--- src/rtl/brick_field_pkg.sv ---
// Shared types and sizing helpers for the brick playfield store.
package brick_field_pkg;

  typedef enum logic [1:0] {
    IDLE = 2'd0,
    FILL = 2'd1,
    RUN  = 2'd2
  } state_e;

  // Rows 0..HARD_ROWS-1 need two hits when the two-hit plane is built in.
  localparam int unsigned HARD_ROWS = 2;

  function automatic int unsigned addr_w(input int unsigned n);
    return (n <= 1) ? 1 : $clog2(n);
  endfunction

  function automatic int unsigned count_w(input int unsigned cols, input int unsigned rows);
    return $clog2(cols * rows + 1);
  endfunction

endpackage

--- src/rtl/brick_ram.sv ---
// Brick bit store: one synchronous write port, one registered read port.
// A read of an address written in the same cycle returns the old word.
module brick_ram #(
  parameter int unsigned DEPTH = 256,
  parameter int unsigned WIDTH = 1,
  parameter int unsigned AW    = 8
) (
  input  logic             CLK_DRV,
  input  logic             we,
  input  logic [AW-1:0]    wa,
  input  logic [WIDTH-1:0] wd,
  input  logic             re,
  input  logic [AW-1:0]    ra,
  output logic [WIDTH-1:0] rd
);

  logic [WIDTH-1:0] mem [DEPTH];

  always_ff @(posedge CLK_DRV) begin
    if (we) mem[wa] <= wd;
    if (re) rd <= mem[ra];
  end

endmodule

--- src/rtl/brick_field.sv ---
// Brick playfield store, renderer and hit detector for up to four walls.
// Build option BRICK_FIELD_TWO_HIT_EN adds a hard-brick plane for the top rows.
module brick_field
  import brick_field_pkg::*;
#(
  parameter int unsigned NUM_COLS    = 16,
  parameter int unsigned NUM_ROWS    = 8,
  parameter int unsigned NUM_PLAYERS = 2
) (
  input  logic                                   CLK_DRV,
  input  logic                                   RESET,
  input  logic                                   PIX_EN,
  input  logic [addr_w(NUM_COLS)-1:0]            COL,
  input  logic [addr_w(NUM_ROWS)-1:0]            ROW,
  input  logic                                   IN_FIELD,
  input  logic                                   GAP,
  input  logic [addr_w(NUM_PLAYERS)-1:0]         PLAYER,
  input  logic                                   BALL_DISPLAY,
  input  logic                                   HIT_ARM,
  input  logic                                   SET_BRICKS,
  output logic                                   BUSY,
  output logic                                   BRICK_DISPLAY,
  output logic                                   BRICK_HIT,
  output logic [addr_w(NUM_COLS)-1:0]            HIT_COL,
  output logic [addr_w(NUM_ROWS)-1:0]            HIT_ROW,
  output logic [count_w(NUM_COLS, NUM_ROWS)-1:0] BRICKS_LEFT,
  output logic                                   FIELD_CLEAR
);

  localparam int unsigned CW    = addr_w(NUM_COLS);
  localparam int unsigned RW    = addr_w(NUM_ROWS);
  localparam int unsigned PW    = addr_w(NUM_PLAYERS);
  localparam int unsigned NW    = count_w(NUM_COLS, NUM_ROWS);
  localparam int unsigned SLOTS = 32'd1 << PW;
  localparam int unsigned DEPTH = NUM_PLAYERS * NUM_ROWS * NUM_COLS;
  localparam int unsigned AW    = addr_w(DEPTH);
  localparam int unsigned TOTAL = NUM_COLS * NUM_ROWS;
`ifdef BRICK_FIELD_TWO_HIT_EN
  localparam int unsigned DW    = 2;
`else
  localparam int unsigned DW    = 1;
`endif

  state_e          state;
  logic            set_q;
  logic            armed;
  logic [PW-1:0]   fill_player;
  logic [RW-1:0]   fill_row;
  logic [CW-1:0]   fill_col;
  logic            s1_in_field;
  logic            s1_gap;
  logic [CW-1:0]   s1_col;
  logic [RW-1:0]   s1_row;
  logic [PW-1:0]   s1_player;
  logic [CW-1:0]   s2_col;
  logic [RW-1:0]   s2_row;
  logic [PW-1:0]   s2_player;
  logic [NW-1:0]   count_q [SLOTS];
  logic            fill_last_c;
  logic            hit_c;
  logic            hit_clears_c;
  logic            we_c;
  logic [AW-1:0]   wa_c;
  logic [AW-1:0]   ra_c;
  logic [DW-1:0]   wd_c;
  logic [DW-1:0]   fill_word_c;
  logic [DW-1:0]   rd_data;
`ifdef BRICK_FIELD_TWO_HIT_EN
  logic            s2_hard;
`endif

  // Wall-major, then row-major linear address into the bit store.
  function automatic logic [AW-1:0] mem_addr(input logic [PW-1:0] p,
                                             input logic [RW-1:0] r,
                                             input logic [CW-1:0] c);
    return AW'((32'(p) * NUM_ROWS + 32'(r)) * NUM_COLS + 32'(c));
  endfunction

  assign BRICKS_LEFT = count_q[PLAYER];
  assign ra_c        = mem_addr(PLAYER, ROW, COL);
  assign fill_last_c = (fill_col == CW'(NUM_COLS - 1)) && (fill_row == RW'(NUM_ROWS - 1));
  assign hit_c       = (state == RUN) && PIX_EN && BRICK_DISPLAY && BALL_DISPLAY && armed;

`ifdef BRICK_FIELD_TWO_HIT_EN
  assign hit_clears_c = ~s2_hard;
  assign fill_word_c  = {(32'(fill_row) < HARD_ROWS), 1'b1};
`else
  assign hit_clears_c = 1'b1;
  assign fill_word_c  = 1'b1;
`endif

  // Fill owns the write port in FILL; a hit clears the stage-2 brick in RUN.
  always_comb begin
    we_c = 1'b0;
    wa_c = mem_addr(s2_player, s2_row, s2_col);
    wd_c = '0;
    if (state == FILL) begin
      we_c = 1'b1;
      wa_c = mem_addr(fill_player, fill_row, fill_col);
      wd_c = fill_word_c;
    end else if (hit_c) begin
      we_c = 1'b1;
`ifdef BRICK_FIELD_TWO_HIT_EN
      wd_c = {1'b0, s2_hard};
`endif
    end
  end

  // The registered read port doubles as the stage-1 brick bit.
  brick_ram #(
    .DEPTH (DEPTH),
    .WIDTH (DW),
    .AW    (AW)
  ) u_ram (
    .CLK_DRV (CLK_DRV),
    .we      (we_c),
    .wa      (wa_c),
    .wd      (wd_c),
    .re      (PIX_EN),
    .ra      (ra_c),
    .rd      (rd_data)
  );

  always_ff @(posedge CLK_DRV) begin
    if (RESET) begin
      state         <= IDLE;
      set_q         <= 1'b0;
      armed         <= 1'b0;
      BUSY          <= 1'b0;
      BRICK_DISPLAY <= 1'b0;
      BRICK_HIT     <= 1'b0;
      FIELD_CLEAR   <= 1'b0;
      HIT_COL       <= '0;
      HIT_ROW       <= '0;
      fill_player   <= '0;
      fill_row      <= '0;
      fill_col      <= '0;
      s1_in_field   <= 1'b0;
      s1_gap        <= 1'b0;
      s1_col        <= '0;
      s1_row        <= '0;
      s1_player     <= '0;
      s2_col        <= '0;
      s2_row        <= '0;
      s2_player     <= '0;
`ifdef BRICK_FIELD_TWO_HIT_EN
      s2_hard       <= 1'b0;
`endif
      for (int unsigned i = 0; i < SLOTS; i++) count_q[i] <= '0;
    end else begin
      set_q       <= SET_BRICKS;
      BRICK_HIT   <= hit_c;
      FIELD_CLEAR <= (state == RUN) && (BRICKS_LEFT == '0);

      if (PIX_EN) begin
        s1_in_field <= IN_FIELD;
        s1_gap      <= GAP;
        s1_col      <= COL;
        s1_row      <= ROW;
        s1_player   <= PLAYER;
      end

      // A hit beats a same-cycle re-arm so only one brick falls per bounce.
      if (hit_c)        armed <= 1'b0;
      else if (HIT_ARM) armed <= 1'b1;

      case (state)
        IDLE: begin
          BRICK_DISPLAY <= 1'b0;
          if (SET_BRICKS) begin
            state       <= FILL;
            BUSY        <= 1'b1;
            fill_player <= PLAYER;
            fill_row    <= '0;
            fill_col    <= '0;
          end
        end

        FILL: begin
          BRICK_DISPLAY <= 1'b0;
          if (fill_col == CW'(NUM_COLS - 1)) begin
            fill_col <= '0;
            fill_row <= fill_row + RW'(1);
          end else begin
            fill_col <= fill_col + CW'(1);
          end
          if (fill_last_c) begin
            state                <= RUN;
            BUSY                 <= 1'b0;
            armed                <= 1'b1;
            count_q[fill_player] <= NW'(TOTAL);
          end
        end

        RUN: begin
          if (PIX_EN) begin
            BRICK_DISPLAY <= rd_data[0] & s1_in_field & ~s1_gap;
            s2_col        <= s1_col;
            s2_row        <= s1_row;
            s2_player     <= s1_player;
`ifdef BRICK_FIELD_TWO_HIT_EN
            s2_hard       <= rd_data[1];
`endif
          end
          if (hit_c) begin
            HIT_COL <= s2_col;
            HIT_ROW <= s2_row;
            if (hit_clears_c && (count_q[s2_player] != '0))
              count_q[s2_player] <= count_q[s2_player] - NW'(1);
          end
          // Only a fresh request refills; a held level is ignored.
          if (SET_BRICKS && !set_q) begin
            state         <= FILL;
            BUSY          <= 1'b1;
            BRICK_DISPLAY <= 1'b0;
            fill_player   <= PLAYER;
            fill_row      <= '0;
            fill_col      <= '0;
          end
        end

        default: state <= IDLE;
      endcase
    end
  end

endmodule

--- config.mk ---
export PLATFORM = sky130hd
export DESIGN_NAME = brick_field
export DESIGN_NICKNAME = d
export VERILOG_FILES = /design/src/rtl/brick_field_pkg.sv /design/src/rtl/brick_ram.sv /design/src/rtl/brick_field.sv
export SDC_FILE = /design/constraint.sdc
export NUM_CORES = 1
export LEC_CHECK = 0
export BUFFER_PORTS_ARGS = -buffer_cell sky130_fd_sc_hd__buf_2
export CAP_MARGIN = 40
export CORE_ASPECT_RATIO = 0.8
export CORE_MARGIN = 3
export CORE_UTILIZATION = 65
export DETAILED_ROUTE_END_ITERATION = 10
export PLACE_DENSITY = 0.83
export SYNTH_ARGS = -nofsm -noshare
export SYNTH_HDL_FRONTEND = slang
export SYNTH_SLANG_ARGS = --single-unit
--- constraint.sdc ---
create_clock -name CLK_DRV -period 12.1 [get_ports CLK_DRV]
set_clock_uncertainty 0.1 [all_clocks]
set_input_delay 1.21 -clock CLK_DRV [delete_from_list [all_inputs] [get_ports CLK_DRV]]
set_output_delay 1.21 -clock CLK_DRV [all_outputs]
set_load 0.005 [all_outputs]
==> results of run 1 <==
==> per-stage QoR <==
stage / std cells / instance area, um^2 / power, mW / setup WS (ns) / hold WS, ns
after floorplan: 1103 / 14000 / 1.31 / 5.70 / 0.352
after global placement: 1334 / 14200 / 1.34 / 7.93 / 0.339
after detailed placement: 1338 / 14300 / 1.34 / 8.08 / 0.344
after CTS: 1391 / 15200 / 2.19 / 8.01 / 0.354
after global routing: 1392 / 15200 / 2.25 / 7.68 / 0.380
final: 1392 / 15200 / 2.19 / 7.96 / 0.351
==> final cells by class <==
cell class	count	area, um^2
clock buffers	46	845
clock inverters	7	61.3
fillers	1331	5710
inverters	7	31.3
multi-input cells	706	4590
flip-flops and latches	315	9040
well taps	269	337
repair buffers	42	320
==> worst min-delay path, cell delays in order, from the launching register on <==
cell and delay (ns):
dfxtp_1 0.30, nand2_1 0.05, a21oi_1 0.05
==> how the worst max path moves through the flow <==
stage / start / endpoint / cells after the start / slack, ns
after global placement: COL[1] / u_ram.rd$_DFFE_PP_ / 8 / 7.93
final: state[1]$_SDFFE_PP0P_ / u_ram.mem[79]$_DFFE_PP_ / 7 / 7.96
after CTS: state[1]$_SDFFE_PP0P_ / u_ram.mem[79]$_DFFE_PP_ / 7 / 8.01
after floorplan: state[1]$_SDFFE_PP0P_ / count_q[0][0]$_SDFFCE_PN0P_ / 6 / 5.70
after global routing: state[1]$_SDFFE_PP0P_ / u_ram.mem[73]$_DFFE_PP_ / 7 / 7.68
after detailed placement: state[1]$_SDFFE_PP0P_ / u_ram.mem[79]$_DFFE_PP_ / 7 / 8.08
==> cell families (layout without fill, tap and decap cells) <==
family          after synthesis  after routing  synth area share
simple gates                462            462             0.141
flops                       315            315             0.644
mux                         131            131             0.131
compound gates              104            104            0.0484
buf+inv                      82            102            0.0284
fa+ha+maj                     5              5           0.00446
xor+xnor                      4              4           0.00250
==> placed cells by master, fill, tap and decap left out, types with 3 or more instances in the layout <==
| master | count |
|---|---|
| a31oi_1 | 5 |
| or3_1 | 5 |
| nand2b_1 | 7 |
| mux2_2 | 11 |
| ha_1 | 5 |
| mux4_1 | 8 |
| buf_16 | 4 |
| nand3b_1 | 16 |
| dfxtp_1 | 42 |
| nand2_1 | 65 |
| o22ai_1 | 22 |
| clkbuf_2 | 3 |
| mux4_2 | 30 |
| nor2_1 | 307 |
| mux2i_1 | 82 |
| nor3_1 | 13 |
| nand3_1 | 17 |
| edfxtp_1 | 273 |
| clkinv_1 | 4 |
| buf_4 | 4 |
| a22o_1 | 8 |
| clkbuf_16 | 30 |
| nor4_1 | 7 |
| clkbuf_1 | 10 |
| inv_1 | 6 |
| a21oi_1 | 21 |
| o31ai_1 | 4 |
| a22oi_1 | 7 |
| clkbuf_8 | 3 |
| nor3b_1 | 4 |
| o21ai_0 | 19 |
| nor2b_1 | 8 |
| buf_2 | 33 |
==> power by group through the flow <==
| stage | registers (mW) | clock network (mW) | logic, mW |
|---|---|---|---|
| 2_1_floorplan | 1.23 | 0 | 0.0854 |
| 3_3_place_gp | 1.22 | 0 | 0.113 |
| 3_5_place_dp | 1.22 | 0 | 0.120 |
| 4_1_cts | 1.20 | 0.875 | 0.121 |
| 5_1_grt | 1.20 | 0.918 | 0.132 |
| 6_report | 1.20 | 0.866 | 0.122 |
==> flip-flops by register name, indices dropped and copies added (netlist names), 2 cells and up, named ones only <==
register / cells
u_ram.mem: 256
count_q: 16
HIT_COL: 4
fill_col: 4
s1_col: 4
s2_col: 4
HIT_ROW: 3
fill_row: 3
s1_row: 3
s2_row: 3
state: 2
==> routing by layer <==
layer,vias to the layer above,routed length (um),share of wire,global-route usage
met5,-,0,0,0
met4,0,838,0.026,0.0806
met3,76,3280,0.10,0.0554
met2,502,15000,0.47,0.443
met1,4532,12600,0.40,0.399
li1,4017,-,-,-
==> impl_metrics.tcl, run 1 <==
set metrics [dict create \
    period_needed_ns 4.14 \
    min_path_type "flip-flop to flip-flop" \
    cpMaxStageDelayCell "nand2b_1" \
    clock_path_buffers 3 \
    crit_type "flip-flop to flip-flop" \
    path_cells "nand2b_1, inv_6, buf_4, buf_16, o31ai_1, nand2_1, nor2_1" \
    p_int_mw 1.72 \
    r2r_cells 7 \
    ys.flop_type "edfxtp_1" \
    ys_types 59 \
    final-hold-violation-count 0 \
    core_region_area_um2 20900 \
    grt_overflow 0 \
    path_delay_family "simple AND/OR/NAND/NOR gates" \
    wl_per_cell_um 22.8 \
    cts-root-buf "clkbuf_16" \
    hold_depth 2 \
    regToRegStartpoint "state[1]$_SDFFE_PP0P_" \
    power_leakage_nw 5.03 \
    hold_end "HIT_ROW[2]$_SDFFE_PP0P_" \
    nNetsFinal 1123 \
    vias 9127 \
    tns_ns 0 \
    maxCapViolCount 0 \
    rr_endpoint "u_ram.mem[79]$_DFFE_PP_" \
    startpoint_type "flip-flop" \
    slowest_delay_ns 0.69 \
    worst_slew_pin_slew_ns 0.914 \
    p_comb_frac 0.056 \
    synth_top_area_frac 0.584 \
    synth.most_common_cell "nor2_1" \
    die_h_um 137 \
    antenna_found_initial 0 \
    drt_wl_total_um 31700 \
    maxSlewHeadroom 0.389 \
    synth_area_leaders "edfxtp_1 58%, nor2_1 8.2%, dfxtp_1 6.0%" \
    grt_max_degree 127 \
    fmax_mhz 242 \
    hpwl_um 19100 \
    start_util 0.670 \
    syn-instance-count 1103 \
    worstHoldStart "HIT_ROW[2]$_SDFFE_PP0P_" \
    worstPathRequired_ns 12.24 \
    cts_made_buffers 30 \
    rsz0062_at_grt "no" \
    synth_seq_area_share 0.644 \
    synth_enable_flop_cells 273 \
    antenna_cells 0 \
    post_cts_buffers 0 \
    synthArstFlopShare 0 \
    swShare 0.215 \
    rows 47 \
    syn_area_um2 14000 \
    grt_pass1_vias 8865 \
    vias_per_cell 6.56 \
    outcome "complete, no violations" \
    grt_usage 0.278 \
    dr.pass1.iters 6 \
    fin_crit_sh 0.342 \
    endpoint_kind "flip-flop" \
    seqPwrFrac 0.548 \
    cts_sinks 315 \
    ys_ff_latch 315 \
    cp_max_fo 126 \
    die_area_um2 23400 \
    cts_hold_buf 0 \
    ys_warn_count 0 \
    reg2reg_setup_slack_ns 7.96 \
    p_clk_frac 0.396 \
    die_w_um 170 \
    cts_resized 0 \
    utilization 0.727 \
    clk_pin_slew_worst_paths_ns 0.06 \
    worst-path-buf-inv 3 \
    antenna_left 0 \
    final_layout_size_suffix_gt1_frac 0.118 \
    cts_tree "yes" \
    mappedNetlistNets 1124 \
    drtIter0Drc 1236 \
    num_io_pins 35 \
    crit_arrival_ns 4.28 \
    synth_top_area_cell "edfxtp_1" \
    portBuffers 34 \
    ir_drop_uv 150 \
    p_per_area_nw_per_um2 144 \
    grt_pass1_wl_um 49700 \
    area_delta_synth_final_pct 8.53 \
    clock_latency_ns 0.57 \
    drv_slew 0 \
    h-tree-depth 1 \
    post-route-drc-count 0 \
    synthTopCellsByCount "307 x nor2_1, 273 x edfxtp_1, 82 x mux2i_1" \
    avgSynthCellArea_um2 12.7 \
    finalSetupViolations 0 \
    gp_congestion 0.836 \
    switchingPower_mw 0.471 \
]
No activity file was read; power rests on OpenSTA's default activity.
==> run 2: changes to the inputs <==
--- a/config.mk
+++ b/config.mk
@@ -9,9 +9,9 @@
 export CAP_MARGIN = 40
 export CORE_ASPECT_RATIO = 0.8
 export CORE_MARGIN = 3
-export CORE_UTILIZATION = 65
+export CORE_UTILIZATION = 56
 export DETAILED_ROUTE_END_ITERATION = 10
-export PLACE_DENSITY = 0.83
+export PLACE_DENSITY = 0.76
 export SYNTH_ARGS = -nofsm -noshare
 export SYNTH_HDL_FRONTEND = slang
 export SYNTH_SLANG_ARGS = --single-unit
==> constraint.sdc (replaced) <==
create_clock -name CLK_DRV -period 3.5 [get_ports CLK_DRV]
set_clock_uncertainty 0.1 [all_clocks]
set_input_delay 0.35 -clock CLK_DRV [delete_from_list [all_inputs] [get_ports CLK_DRV]]
set_output_delay 0.35 -clock CLK_DRV [all_outputs]
set_load 0.005 [all_outputs]
==> impl_metrics.tcl, run 2 (same netlist as run 1, synthesis figures left out) <==
set metrics [dict create \
    post-route-drc-count 0 \
    cts_sinks 315 \
    fillers 1829 \
    grt_max_degree 258 \
    fmax_mhz 326 \
    antenna_cells 0 \
    vias_per_cell 6.21 \
    wl_per_cell_um 21.9 \
    cts-root-buf "clkbuf_16" \
    tns_ns 0 \
    vias 9087 \
    layout_common_cells "307 x nor2_1, 273 x edfxtp_1, 82 x mux2i_1, 65 x nand2_1, 42 x dfxtp_1" \
    drtIter0Drc 1144 \
    worstPathRequired_ns 3.62 \
    reg_top3 "u_ram.mem (256), count_q (16)" \
    final_common_cell "nor2_1" \
    clock_latency_ns 0.57 \
    largest_reg_flops 256 \
    fin_crit_sh 0.877 \
    core_region_area_um2 24500 \
    grt_usage 0.239 \
    min_path_type "input pin to flip-flop" \
    post_cts_buffers 0 \
    worst_slew_pin_slew_ns 1.15 \
    nNetsFinal 1143 \
    ir_drop_uv 540 \
    seqCellArea_um2 9040 \
    dr.pass1.iters 5 \
    cts_made_buffers 31 \
    final-hold-violation-count 0 \
    power_leakage_nw 5.14 \
    cts_tree "yes" \
    pre_cts_ws_ns 0.453 \
    rsz0062_at_grt "no" \
    clock_path_buffers 3 \
    multi_input_area_um2 4590 \
    postPlaceCellArea_um2 14400 \
    h-tree-depth 1 \
    area_delta_synth_final_pct 10.3 \
    portBuffers 34 \
    cts_hold_buf 5 \
    crit_type "flip-flop to flip-flop" \
    rows 51 \
    timing.final.ws_setup_ns 0.430 \
    grt_pass1_wl_um 50200 \
    finalSetupViolations 0 \
    final_layout_size_suffix_gt1_frac 0.134 \
    clk_pin_slew_worst_paths_ns 0.06 \
    fin_area_um2 15500 \
    antenna_left 0 \
    die_h_um 148 \
    startpoint_type "flip-flop" \
    antenna_found_initial 0 \
    start_util 0.572 \
    p_per_area_nw_per_um2 505 \
    grt_pass1_vias 8749 \
    hpwl_um 19200 \
    top_register "u_ram.mem" \
    grt_overflow 0 \
    outcome "complete, no violations" \
    period_needed_ns 3.07 \
    cp_max_fo 14 \
    cts_resized 0 \
    die_area_um2 27000 \
    crit_arrival_ns 3.19 \
    drt_wl_total_um 32000 \
    die_w_um 183 \
    maxCapViolCount 0 \
    gp_congestion 0.881 \
    drv_slew 0 \
    endpoint_kind "flip-flop" \
    num_io_pins 35 \
    maxSlewHeadroom 0.236 \
]
-- run 2: cell count changes in the layout (fill, tap and decap cells not counted), sizes merged --
cell	delta
dlygate4sd3	+5
inv	+1
clkinv	+8
buf	+14
clkbuf	-10
clkinvlp	+1
bufinv	+3
-- run 2: metrics by stage --
stage               total power, mW   util  instances  hold slack [ns]
floorplan                      4.52      -       1103            0.333
global placement               4.65  0.589       1401            0.341
detailed placement             4.65  0.589       1402            0.347
CTS                            7.85  0.631       1463           0.0644
global route                   8.04  0.631       1463           0.0846
finish                         7.81  0.631       1463           0.0894
-- run 2: worst paths after layout --
kind / from / endpoint / slack, ns / cells past startpoint
worst max-delay path: flip-flop / count_q[1][2]$_SDFFCE_PN0P_ / 0.43 / 6
worst min-delay path: BALL_DISPLAY / BRICK_HIT$_SDFF_PP0_ / 0.09 / 3
worst max register to register: flip-flop / count_q[1][2]$_SDFFCE_PN0P_ / 0.43 / 6
worst min register to register: HIT_ROW[1]$_SDFFE_PP0P_ / HIT_ROW[1]$_SDFFE_PP0P_ / 0.35 / 2
-- run 2: metal layers --
layer / track usage / routed length, um / part of all wire
met5: 0 / 0 / 0
met4: 0.0628 / 816 / 0.025
met3: 0.0379 / 2840 / 0.089
met2: 0.371 / 14900 / 0.47
met1: 0.358 / 13400 / 0.42
-- run 2: critical path, cell delays in order, from the launching register on --
cell      delay (ns)
dfxtp_1         0.45
buf_4           0.26
nor3b_1         0.31
o22ai_1         0.21
o211ai_1        0.53
a21boi_0        0.51
nand2_1         0.36
-- run 2: layout make-up --
class,count,share of cell area
Multi-Input combinational cell,706,0.297
Timing Repair Buffer,61,0.0280
Clock buffer,36,0.0513
Clock inverter,20,0.0122
Sequential cell,315,0.584
Inverter,7,0.00202
Tap cell,318,0.0257
-- run 2: report_power, final --
part | total, mW | internal (mW) | switching (mW)
logic | 0.436 | 0.151 | 0.285
registers | 4.15 | 4.13 | 0.0201
clock network | 3.23 | 1.85 | 1.38
==> run 3: changes to the inputs <==
--- a/config.mk
+++ b/config.mk
@@ -12,6 +12,7 @@
 export CORE_UTILIZATION = 56
 export DETAILED_ROUTE_END_ITERATION = 10
 export PLACE_DENSITY = 0.76
+export RECOVER_POWER = 100
 export SYNTH_ARGS = -nofsm -noshare
 export SYNTH_HDL_FRONTEND = slang
 export SYNTH_SLANG_ARGS = --single-unit
==> impl_metrics.tcl, run 3 (same netlist as run 1, synthesis figures left out) <==
set metrics [dict create \
    hpwl_um 19200 \
    dr.pass1.iters 7 \
    grtUsageMet2 0.371 \
    vias 9070 \
    h-tree-depth 1 \
    vias_per_cell 6.20 \
    seqPwrFrac 0.531 \
    largest_reg_flops 256 \
    layout_common_cells "307 x nor2_1, 273 x edfxtp_1, 82 x mux2i_1, 65 x nand2_1, 42 x dfxtp_1" \
    portBuffers 34 \
    worstHoldStart "BALL_DISPLAY" \
    power_leakage_nw 5.10 \
    hold_depth 3 \
    grt_max_degree 258 \
    antenna_left 0 \
    tns_ns 0 \
    worstPathRequired_ns 3.62 \
    reg_top3 "u_ram.mem (256), count_q (16)" \
    cts-root-buf "clkbuf_16" \
    fmax_mhz 317 \
    worst_slew_pin_slew_ns 1.77 \
    period_needed_ns 3.15 \
    cp_max_fo 41 \
    nNetsFinal 1143 \
    final-hold-violation-count 0 \
    ir_drop_uv 539 \
    startpoint_type "input pin" \
    post-route-drc-count 0 \
    area_delta_synth_final_pct 10.0 \
    violations "max-capacitance violations, max-slew violations" \
    die_area_um2 27000 \
    crit_type "input pin to flip-flop" \
    p_comb_frac 0.055 \
    drt_wl_total_um 32000 \
    clk_pin_slew_worst_paths_ns 0.06 \
    maxSlewHeadroom -0.178 \
    drv_slew 300 \
    die_w_um 183 \
    cts_made_buffers 31 \
    clock_path_buffers 3 \
    clock_latency_ns 0.57 \
    drtIter0Drc 1160 \
    gp_congestion 0.881 \
    min_path_type "input pin to flip-flop" \
    top_register "u_ram.mem" \
    cts_sinks 315 \
    grtUsageMet3 0.0379 \
    cts_tree "yes" \
    grt_pass1_vias 8749 \
    final_layout_size_suffix_gt1_frac 0.118 \
    fillers 1842 \
    critPathLaunch "RESET" \
    finalSetupViolations 0 \
    swShare 0.216 \
    hold_ws_ns 0.114 \
    use_met1 0.358 \
    fin_crit_sh 0.901 \
    crit_arrival_ns 3.27 \
    grt_usage 0.239 \
    core_region_area_um2 24500 \
    antenna_found_initial 0 \
    rsz0062_at_grt "no" \
    outcome "finished, violations left" \
    grt_pass1_wl_um 50200 \
    post_cts_buffers 0 \
    rows 51 \
    p_per_area_nw_per_um2 507 \
    wl_per_cell_um 21.9 \
    endpoint_kind "flip-flop" \
    p_clk_frac 0.414 \
    switchingPower_mw 1.69 \
    grt_overflow 0 \
    gr-max-usage-layer "met2" \
    r2r_cells 7 \
    final_common_cell "nor2_1" \
    num_io_pins 35 \
    die_h_um 148 \
    antenna_cells 0 \
    start_util 0.572 \
    p_int_mw 6.13 \
    maxCapViolCount 2 \
]
## run 3: cell count changes in the layout (fill, tap and decap cells not counted), moves of 3 or more
| cell | previous run | this run |
|---|---|---|
| mux2_1 | 0 | 5 |
| buf_4 | 19 | 16 |
| mux2_2 | 11 | 6 |
| clkbuf_1 | 5 | 15 |
| buf_2 | 33 | 26 |
## run 3: final timing paths
path                            slack [ns]                           to
worst min register to register        0.35      HIT_ROW[1]$_SDFFE_PP0P_
worst max-delay path                  0.35  count_q[1][2]$_SDFFCE_PN0P_
worst max register to register        0.45  count_q[1][2]$_SDFFCE_PN0P_
worst min-delay path                  0.11         BRICK_HIT$_SDFF_PP0_
## run 3: through the flow
step / worst slack [ns] / utilization / total power, mW / cells / instance area [um^2]
floorplan: 0.444 / - / 4.52 / 1103 / 14000
global placement: 0.536 / 0.589 / 4.65 / 1401 / 14400
detailed placement: 0.453 / 0.589 / 4.65 / 1402 / 14400
CTS: 0.443 / 0.631 / 7.85 / 1463 / 15500
global route: 0.148 / 0.630 / 8.04 / 1463 / 15400
finish: 0.347 / 0.630 / 7.82 / 1463 / 15400
## run 3: critical path, cell delays in order
cell and delay [ns]:
dlygate4sd3_1 0.54, clkbuf_1 0.13, clkbuf_1 1.28, nor2_1 0.10
a21boi_0 0.50, nand2_1 0.37
## run 3: layout make-up
cell class / instances / area (um^2) / share of cell area
inverters: 7 / 31.3 / 0.00203
clock buffers: 36 / 795 / 0.0515
well taps: 318 / 398 / 0.0258
flip-flops and latches: 315 / 9040 / 0.586
repair buffers: 61 / 404 / 0.0262
multi-input cells: 706 / 4580 / 0.297
clock inverters: 20 / 189 / 0.0122
## run 3: layer usage
layer / vias to the layer above / wire, um
met2: 445 / 14800
met4: 0 / 782
met3: 62 / 2940
li1: 4064 / -
met1: 4499 / 13500
met5: - / 0
## run 3: power groups by stage
stage / sequential, mW / combinational, mW / clock, mW
2_1_floorplan: 4.22 / 0.296 / 0
3_3_place_gp: 4.23 / 0.418 / 0
3_5_place_dp: 4.23 / 0.423 / 0
4_1_cts: 4.15 / 0.430 / 3.28
5_1_grt: 4.15 / 0.463 / 3.42
6_report: 4.15 / 0.428 / 3.24
## run 3: repair_timing
action                    CTS  global route
hold endpoints to repair    5             0
hold buffers                5             0
gates resized for setup     0             0
